$ cat src/rtl/seq_divider.sv
// seq_divider: multi-cycle restoring divider for unsigned or two's-complement
// operands. It produces one quotient bit per clock, most significant bit first.
//
// Ports:
//   i_clock      sole clock; all state changes on its rising edge
//   i_reset      asynchronous, active-low reset
//   i_start      start request, sampled only in IDLE
//   i_abort      cancel the operation in progress (no effect in IDLE)
//   i_signed     1 = two's-complement operands, 0 = unsigned (latched on start)
//   i_dividend   dividend (latched on start)
//   i_divisor    divisor (latched on start)
//   o_busy       high in every state except IDLE
//   o_finished   one-cycle completion pulse (DONE state)
//   o_quotient   quotient, held from one DONE to the next
//   o_remainder  remainder, held from one DONE to the next
//   o_undefined  divisor was zero
//   o_overflow   signed quotient not representable (-2^(N-1) / -1)
module seq_divider #(
  parameter int N = 8
) (
  input  logic         i_clock,
  input  logic         i_reset,
  input  logic         i_start,
  input  logic         i_abort,
  input  logic         i_signed,
  input  logic [N-1:0] i_dividend,
  input  logic [N-1:0] i_divisor,
  output logic         o_busy,
  output logic         o_finished,
  output logic [N-1:0] o_quotient,
  output logic [N-1:0] o_remainder,
  output logic         o_undefined,
  output logic         o_overflow
);

  localparam int CW = (N > 2) ? $clog2(N) : 1;

  typedef enum logic [2:0] {
    IDLE    = 3'd0,
    SETUP   = 3'd1,
    ITERATE = 3'd2,
    FIXUP   = 3'd3,
    DONE    = 3'd4
  } state_t;

  state_t         state_q, state_d;
  logic [N-1:0]   a_q, a_d;          // raw latched dividend
  logic [N-1:0]   b_q, b_d;          // raw latched divisor
  logic           sgn_q, sgn_d;      // signed mode
  logic [N-1:0]   dvd_q, dvd_d;      // dividend magnitude, shifts into quotient
  logic [N-1:0]   dvs_q, dvs_d;      // divisor magnitude
  logic [N-1:0]   rem_q, rem_d;      // partial remainder
  logic [CW-1:0]  cnt_q, cnt_d;      // iterations remaining minus one
  logic           negq_q, negq_d;    // quotient must be negated
  logic           negr_q, negr_d;    // remainder must be negated
  logic [N-1:0]   quo_q, quo_d;
  logic [N-1:0]   rmd_q, rmd_d;
  logic           undef_q, undef_d;
  logic           ovf_q, ovf_d;

  // Trial subtraction: the partial remainder shifted left with the next dividend bit appended.
  logic [N:0]     shifted_s;
  logic [N:0]     trial_s;
  logic           fits_s;

  function automatic logic [N-1:0] neg_f(input logic [N-1:0] x);
    return {N{1'b0}} - x;
  endfunction

  // Restoring step: subtract the divisor when it fits, otherwise keep the shifted value.
  always_comb begin
    shifted_s = {rem_q, dvd_q[N-1]};
    trial_s   = shifted_s - {1'b0, dvs_q};
    fits_s    = (shifted_s >= {1'b0, dvs_q});
  end

  // Next-state and datapath updates; abort wins in every non-IDLE state.
  always_comb begin
    state_d = state_q;
    a_d     = a_q;
    b_d     = b_q;
    sgn_d   = sgn_q;
    dvd_d   = dvd_q;
    dvs_d   = dvs_q;
    rem_d   = rem_q;
    cnt_d   = cnt_q;
    negq_d  = negq_q;
    negr_d  = negr_q;
    quo_d   = quo_q;
    rmd_d   = rmd_q;
    undef_d = undef_q;
    ovf_d   = ovf_q;
    case (state_q)
      IDLE: begin
        if (i_start) begin
          a_d     = i_dividend;
          b_d     = i_divisor;
          sgn_d   = i_signed;
          state_d = SETUP;
        end else begin
          state_d = IDLE;
        end
      end
      SETUP: begin
        if (i_abort) begin
          state_d = IDLE;
        end else if (b_q == {N{1'b0}}) begin
          quo_d   = {N{1'b1}};
          rmd_d   = a_q;
          undef_d = 1'b1;
          ovf_d   = 1'b0;
          state_d = DONE;
        end else begin
          dvd_d   = (sgn_q && a_q[N-1]) ? neg_f(a_q) : a_q;
          dvs_d   = (sgn_q && b_q[N-1]) ? neg_f(b_q) : b_q;
          negq_d  = sgn_q & (a_q[N-1] ^ b_q[N-1]);
          negr_d  = sgn_q & a_q[N-1];
          rem_d   = {N{1'b0}};
          cnt_d   = CW'(N - 1);
          state_d = ITERATE;
        end
      end
      ITERATE: begin
        if (i_abort) begin
          state_d = IDLE;
        end else begin
          rem_d = fits_s ? trial_s[N-1:0] : shifted_s[N-1:0];
          dvd_d = {dvd_q[N-2:0], fits_s};
          if (cnt_q == {CW{1'b0}}) begin
            state_d = FIXUP;
          end else begin
            cnt_d   = cnt_q - {{(CW-1){1'b0}}, 1'b1};
            state_d = ITERATE;
          end
        end
      end
      FIXUP: begin
        if (i_abort) begin
          state_d = IDLE;
        end else begin
          quo_d   = negq_q ? neg_f(dvd_q) : dvd_q;
          rmd_d   = negr_q ? neg_f(rem_q) : rem_q;
          undef_d = 1'b0;
          // Only -2^(N-1) / -1 yields a positive magnitude with the top bit set.
          ovf_d   = sgn_q & ~negq_q & dvd_q[N-1];
          state_d = DONE;
        end
      end
      DONE: begin
        state_d = IDLE;
      end
      default: begin
        state_d = IDLE;
      end
    endcase
  end

  // State and datapath registers.
  always_ff @(posedge i_clock or negedge i_reset) begin
    if (!i_reset) begin
      state_q <= IDLE;
      a_q     <= {N{1'b0}};
      b_q     <= {N{1'b0}};
      sgn_q   <= 1'b0;
      dvd_q   <= {N{1'b0}};
      dvs_q   <= {N{1'b0}};
      rem_q   <= {N{1'b0}};
      cnt_q   <= {CW{1'b0}};
      negq_q  <= 1'b0;
      negr_q  <= 1'b0;
      quo_q   <= {N{1'b0}};
      rmd_q   <= {N{1'b0}};
      undef_q <= 1'b0;
      ovf_q   <= 1'b0;
    end else begin
      state_q <= state_d;
      a_q     <= a_d;
      b_q     <= b_d;
      sgn_q   <= sgn_d;
      dvd_q   <= dvd_d;
      dvs_q   <= dvs_d;
      rem_q   <= rem_d;
      cnt_q   <= cnt_d;
      negq_q  <= negq_d;
      negr_q  <= negr_d;
      quo_q   <= quo_d;
      rmd_q   <= rmd_d;
      undef_q <= undef_d;
      ovf_q   <= ovf_d;
    end
  end

  assign o_busy      = (state_q != IDLE);
  assign o_finished  = (state_q == DONE);
  assign o_quotient  = quo_q;
  assign o_remainder = rmd_q;
  assign o_undefined = undef_q;
  assign o_overflow  = ovf_q;

endmodule

$ cat config.mk
export PLATFORM = sky130hd
export DESIGN_NAME = seq_divider
export DESIGN_NICKNAME = d
export VERILOG_FILES = /design/src/rtl/seq_divider.sv
export SDC_FILE = /design/constraint.sdc
export NUM_CORES = 1
export LEC_CHECK = 0
export CAP_MARGIN = 20
export CELL_PAD_IN_SITES_DETAIL_PLACEMENT = 2
export CELL_PAD_IN_SITES_GLOBAL_PLACEMENT = 2
export CORE_MARGIN = 8
export CORE_UTILIZATION = 36
export CTS_CLUSTER_DIAMETER = 50
export CTS_CLUSTER_SIZE = 28
export DETAILED_ROUTE_END_ITERATION = 8
export GPL_TIMING_DRIVEN = 0
export PLACE_DENSITY_LB_ADDON = 0.1
export SYNTH_ARGS = -nofsm -noshare
export SYNTH_HDL_FRONTEND = slang
export SYNTH_SLANG_ARGS = --single-unit
$ cat constraint.sdc
create_clock -name i_clock -period 2.2 [get_ports i_clock]
set_input_delay 0.44 -clock i_clock [delete_from_list [all_inputs] [get_ports i_clock]]
set_output_delay 0.44 -clock i_clock [all_outputs]
set_load 0.02 [all_outputs]
# ---- Word level (Yosys, flattened, before mapping)
# Cells that the tools add are included.
dict set report word_totals {
  reg_bits 67
  input_bits 21
}
dict set report op_classes {
  n_bitwise 8
  mux 41
  reduce_logical 13
  addsub 6
  order_cmp 1
  n_eq_ne 10
}
# op n
set ops {}
lappend ops {{$mux W8} 17}
lappend ops {{$pmux W8 S2} 4}
lappend ops {{$sub A1 B8 Y8 const A} 4}
lappend ops {{$mux W3} 7}
lappend ops {{$ne A2 B2 Y1 const B} 6}
lappend ops {{$pmux W3 S4} 1}
lappend ops {{$ge A9 B8 Y1} 1}
lappend ops {{$logic_not A8 Y1} 1}
lappend ops {{$mux W1} 8}
lappend ops {{$reduce_and A4 Y1} 2}
lappend ops {{$sub A8 B8 Y8} 1}
lappend ops {{$eq A3 B2 Y1 const B} 2}
lappend ops {{$logic_not A3 Y1} 2}
lappend ops {{$pmux W3 S2} 1}
lappend ops {{$reduce_and A5 Y1} 1}
lappend ops {{$and A1 B1 Y1} 4}
lappend ops {{$pmux W1 S2} 2}
lappend ops {{$reduce_bool A2 Y1} 2}
lappend ops {{$eq A3 B1 Y1 const B} 1}
lappend ops {{$eq A3 B3 Y1 const B} 1}
lappend ops {{$not A1 Y1} 3}
lappend ops {{$reduce_and A3 Y1} 1}
lappend ops {{$reduce_bool A3 Y1} 1}
lappend ops {{$sub A3 B1 Y3 const B} 1}
lappend ops {{4 further kinds} 5}

# ---- Longest topological paths before layout
dict set report logic_depth {
  word_depth 5
  ltp_mapped 9
  depth_no_buf 9
}

# ---- Least setup slack after synthesis
# Ideal clock, no wire load.
dict set report synth_timing {
  path_kind {register -> register}
  startpoint {register rem_q[3]}
  endpoint {register rem_q[4]}
  t_arrival_ns 1.879
  n_path_buf 1
  slack_ns 0.186
  stages_incl_launch_ff 8
  path_cell_list {dfrtp_1 ha_1 and4_4 and2_1 a221oi_2 buf_6 mux2i_1 o21ai_0}
}
dict set report synth_via {
  elab_chain_len 4
  word_cells_on_any_way 5
}
# item line
set synth_rtl {}
lappend synth_rtl {{start: declaration} 52} ;# logic [N-1:0] rem_q, rem_d;
lappend synth_rtl {{start signal: assignment} 167} ;# rem_q <= {N{1'b0}};
lappend synth_rtl {{start signal: assignment} 182} ;# rem_q <= rem_d;
lappend synth_rtl {{$sub A8 B8 Y8 or $ge A9 B8 Y1 (tied branches)} {73, 74}}
lappend synth_rtl {{$mux W8 (*)} 127} ;# rem_d = fits_s ? trial_s[N-1:0] : shifted_s[N-1:0];
lappend synth_rtl {{$mux W8 (*)} 124} ;# if (i_abort) begin
lappend synth_rtl {{$pmux W8 S2 (*)} 93} ;# case (state_q)
# Every way passes the cells marked *; elsewhere a longest branch is shown, timed or not. The select of a mux whose other input is x is not followed.
# A chain may end at the register's enable or synchronous reset.

# ---- Worst setup path in the final report
dict set report layout_timing {
  startpoint {register rem_q[2]}
  endpoint {register rem_q[7]}
}
# Same word-level chain as after synthesis.

==> impl_metrics.ini <==
[global_routing]
grt_pass1_wl_um = 18910
grt_util_all_layers = 0.1680
grt-ovfl-total = 0
grt_pass1_vias = 3645
antenna_found_initial = 0
grt_start_max_net_pins = 68

[placed_design]
io_buffers = 40
gp_congestion = 0.7730
hpwl_um = 8503
place_area_um2 = 4332

[sta]
fin_setup_tns_ns = 0
hold_violations = 0
min_period_ns = 2.157
hold_ws_ns = 0.1988
max-slew-margin-rel = 0.4107
setup_violations = 0
fmax_mhz = 463.6
final_max_slew_viol_count = 0
tightest_slew_ns = 0.8840
period_share = 0.9805
fin_skew_ns = 0.008248

[logic_synthesis]
synth.distinct_cells = 55
seq_area_frac_synth = 0.4455
yosys.area.top_type_share = 0.4455
ys.flop_type = dfrtp_1
synth-edff-count = 0
ys_ff_latch = 67
syn_avg_cell_area_um2 = 9.433
synthTopCellsByArea = dfrtp_1 (45%), o21ai_0 (5.5%), nand2_1 (4.7%)
synthArstFlopShare = 1.000
synth_top_area_cell = dfrtp_1
syn-num-nets = 435
synth_cells = 399
syn_area_um2 = 3764
yosysWarnings = 0

[power_and_ir_drop]
finalPower_w = 0.007063
powerDensity_nw_per_um2 = 1539
ir_worst_vdd_mv = 0.6533
leakagePower_nw = 2.032

[clock_network]
cts_tree = done
h-tree-depth = 3
insertion_delay_ns = 0.35
cts.sinks = 67
cts_buffer_depth = 2
root_buffer = clkbuf_8
path_clk_slew_ns = 0.07
cts_buffers = 9

[worst_setup_path]
cp_max_fo = 6
critPathBufInv = 3
cp-start-kind = register
r2r_cells = 9
r2r_end = rem_q[7]
crit_slowest_cell = dfrtp_2
cp.required_ns = 2.41
cp_common_cell = buf_4
crit_family = flip-flops
rrSetupSlack_ns = 0.04
cpPeakStageDelay_ns = 0.47
worstSetupPathType = register to register
endpoint_kind = register
r2r-start = rem_q[2]
cp.arrival_ns = 2.37
crit_chain = ha_2 -> and4_4 -> and2_1 -> a221oi_2 -> buf_4 -> buf_6 -> buf_4 -> a32oi_1 -> o31ai_1

[routing]
ant_nets = 0
first_pass_iters = 4
viasPerCell = 5.322
drt_iter0_markers = 103
num_vias = 3177
drc = 0
wl_per_cell_um = 18.93
routed_wl_um = 11300

[min_path]
hold_class = input port to async pin

[floorplanning]
top_level_ports = 41
dieArea_um2 = 13980
core_area_um2 = 10230
core.rowCount = 37
dieWidth_um = 118.2
die_h_um = 118.2
initial_core_util = 0.3679

[final_layout]
final_area_um2 = 4589
final_util = 0.4486
drive_above_1_share = 0.1497
layout.nets = 493
fillCellCount = 1150
areaGrowthSynthToFinish_pct = 21.94
antennaDiodeCount = 0

[outcome]
outcome = finished, final reports clean

[job]
maxCapViolCount = 0
==> area by class of cell <==
| type | count | area (um2) | area share |
|---|---|---|---|
| buffer | 16 | 87.58 | 0.01908 |
| clock buffer | 12 | 145.1 | 0.03162 |
| clock inverter | 3 | 15.01 | 0.003272 |
| inverter | 29 | 108.9 | 0.02372 |
| multi-input combinational | 286 | 1927 | 0.4198 |
| sequential | 67 | 1683 | 0.3667 |
| tap | 136 | 170.2 | 0.03708 |
| timing repair buffer | 48 | 452.9 | 0.09869 |
==> cells in the final DEF (no fill, tap or decap), types with 6 or more instances in the layout <==
master	count
mux2i_1	16
o31ai_1	6
inv_1	28
clkbuf_1	6
clkbuf_8	10
nand2_1	47
xor2_1	17
nor3_1	7
buf_4	9
a21oi_1	29
dfrtp_1	62
clkdlybuf4s50_1	37
or3_1	6
mux2_2	10
xnor2_1	10
buf_2	7
ha_1	10
nor2_1	25
o21ai_0	39
nand3_1	9
==> per-stage QoR <==
| step | cells | setup slack, ns |
|---|---|---|
| 6_report | 597 | 0.04286 |
| 5_1_grt | 597 | -0.03502 |
| 4_1_cts | 593 | 0.02044 |
| 3_5_place_dp | 575 | -0.3404 |
| 3_3_place_gp | 575 | -1.780 |
| 2_1_floorplan | 399 | 0.1858 |
==> cells in the mapped netlist, types with 2 or more instances <==
master / number
a21oi_1: 29
a31oi_1: 3
a32oi_1: 3
and2_1: 2
and3_1: 2
buf_1: 2
buf_2: 6
buf_6: 2
clkbuf_1: 6
dfrtp_1: 67
ha_1: 14
inv_1: 29
mux2_2: 10
mux2i_1: 16
nand2_1: 47
nand3_1: 9
nor2_1: 25
nor2_2: 2
nor2b_1: 6
nor3_1: 7
nor3b_1: 2
o21ai_0: 41
o21ai_1: 2
o31ai_1: 6
or3_1: 6
xnor2_1: 10
xor2_1: 17
==> power by group <==
part           internal, W  switching (W)  total, W
clock             0.000429       0.000466  0.000895
combinational      0.00183        0.00209   0.00392
sequential         0.00173       0.000511   0.00224
==> how the worst max path moves through the flow <==
stage                   from  endpoint  slack, ns  cells past startpoint
CTS                 rem_q[2]  rem_q[2]       0.02                      7
floorplan           rem_q[3]  rem_q[4]       0.19                      7
global route        rem_q[2]  rem_q[7]      -0.04                      9
finish              rem_q[2]  rem_q[7]       0.04                      9
detailed placement  rem_q[3]  rem_q[2]      -0.34                      7
global placement     i_reset    b_q[4]      -1.78                      1
==> cell families (layout without fill, tap and decap cells) <==
group	count (synthesis)	count (layout)	share of synthesized area
and+or+nand+nor	116	116	0.1486
AOI/OAI and AO/OA	102	102	0.1659
DFF	67	67	0.4455
buffers and inverters	46	108	0.05286
xor gates and xnor gates	27	27	0.06283
muxes	26	26	0.07247
adders and majority gates	15	15	0.05186
==> registers in the layout, summed over array words and instances (netlist names) <==
signal       flops
o_remainder      8
dvd_q            8
rem_q            8
negr_q           1
o_quotient       8
sgn_q            1
cnt_q            3
state_q          3
o_undefined      1
o_overflow       1
a_q              8
b_q              8
negq_q           1
dvs_q            8
==> metal layers <==
layer	GRT usage	share of wire	vias up
met2	0.3112	0.53	49
met4	0.05604	0.016	0
met5	0	0	-
met1	0.1853	0.42	1621
li1	-	-	1491
met3	0.03760	0.028	16
==> worst reg2reg max path, stage by stage, from the launching register on <==
cell	delay (ns)
dfrtp_2	0.47
ha_2	0.41
and4_4	0.22
and2_1	0.14
a221oi_2	0.05
buf_4	0.15
buf_6	0.13
buf_4	0.13
a32oi_1	0.21
o31ai_1	0.11
==> timing repair <==
item / CTS / global route
hold buffers: 0 / 0
pin swaps: 3 / 4
gates cloned: 0 / 1
resized for setup: 12 / 10
buffers inserted: 3 / 4
setup endpoints to repair: 11 / 31
Note: power is estimated with default switching activity, not from simulation.
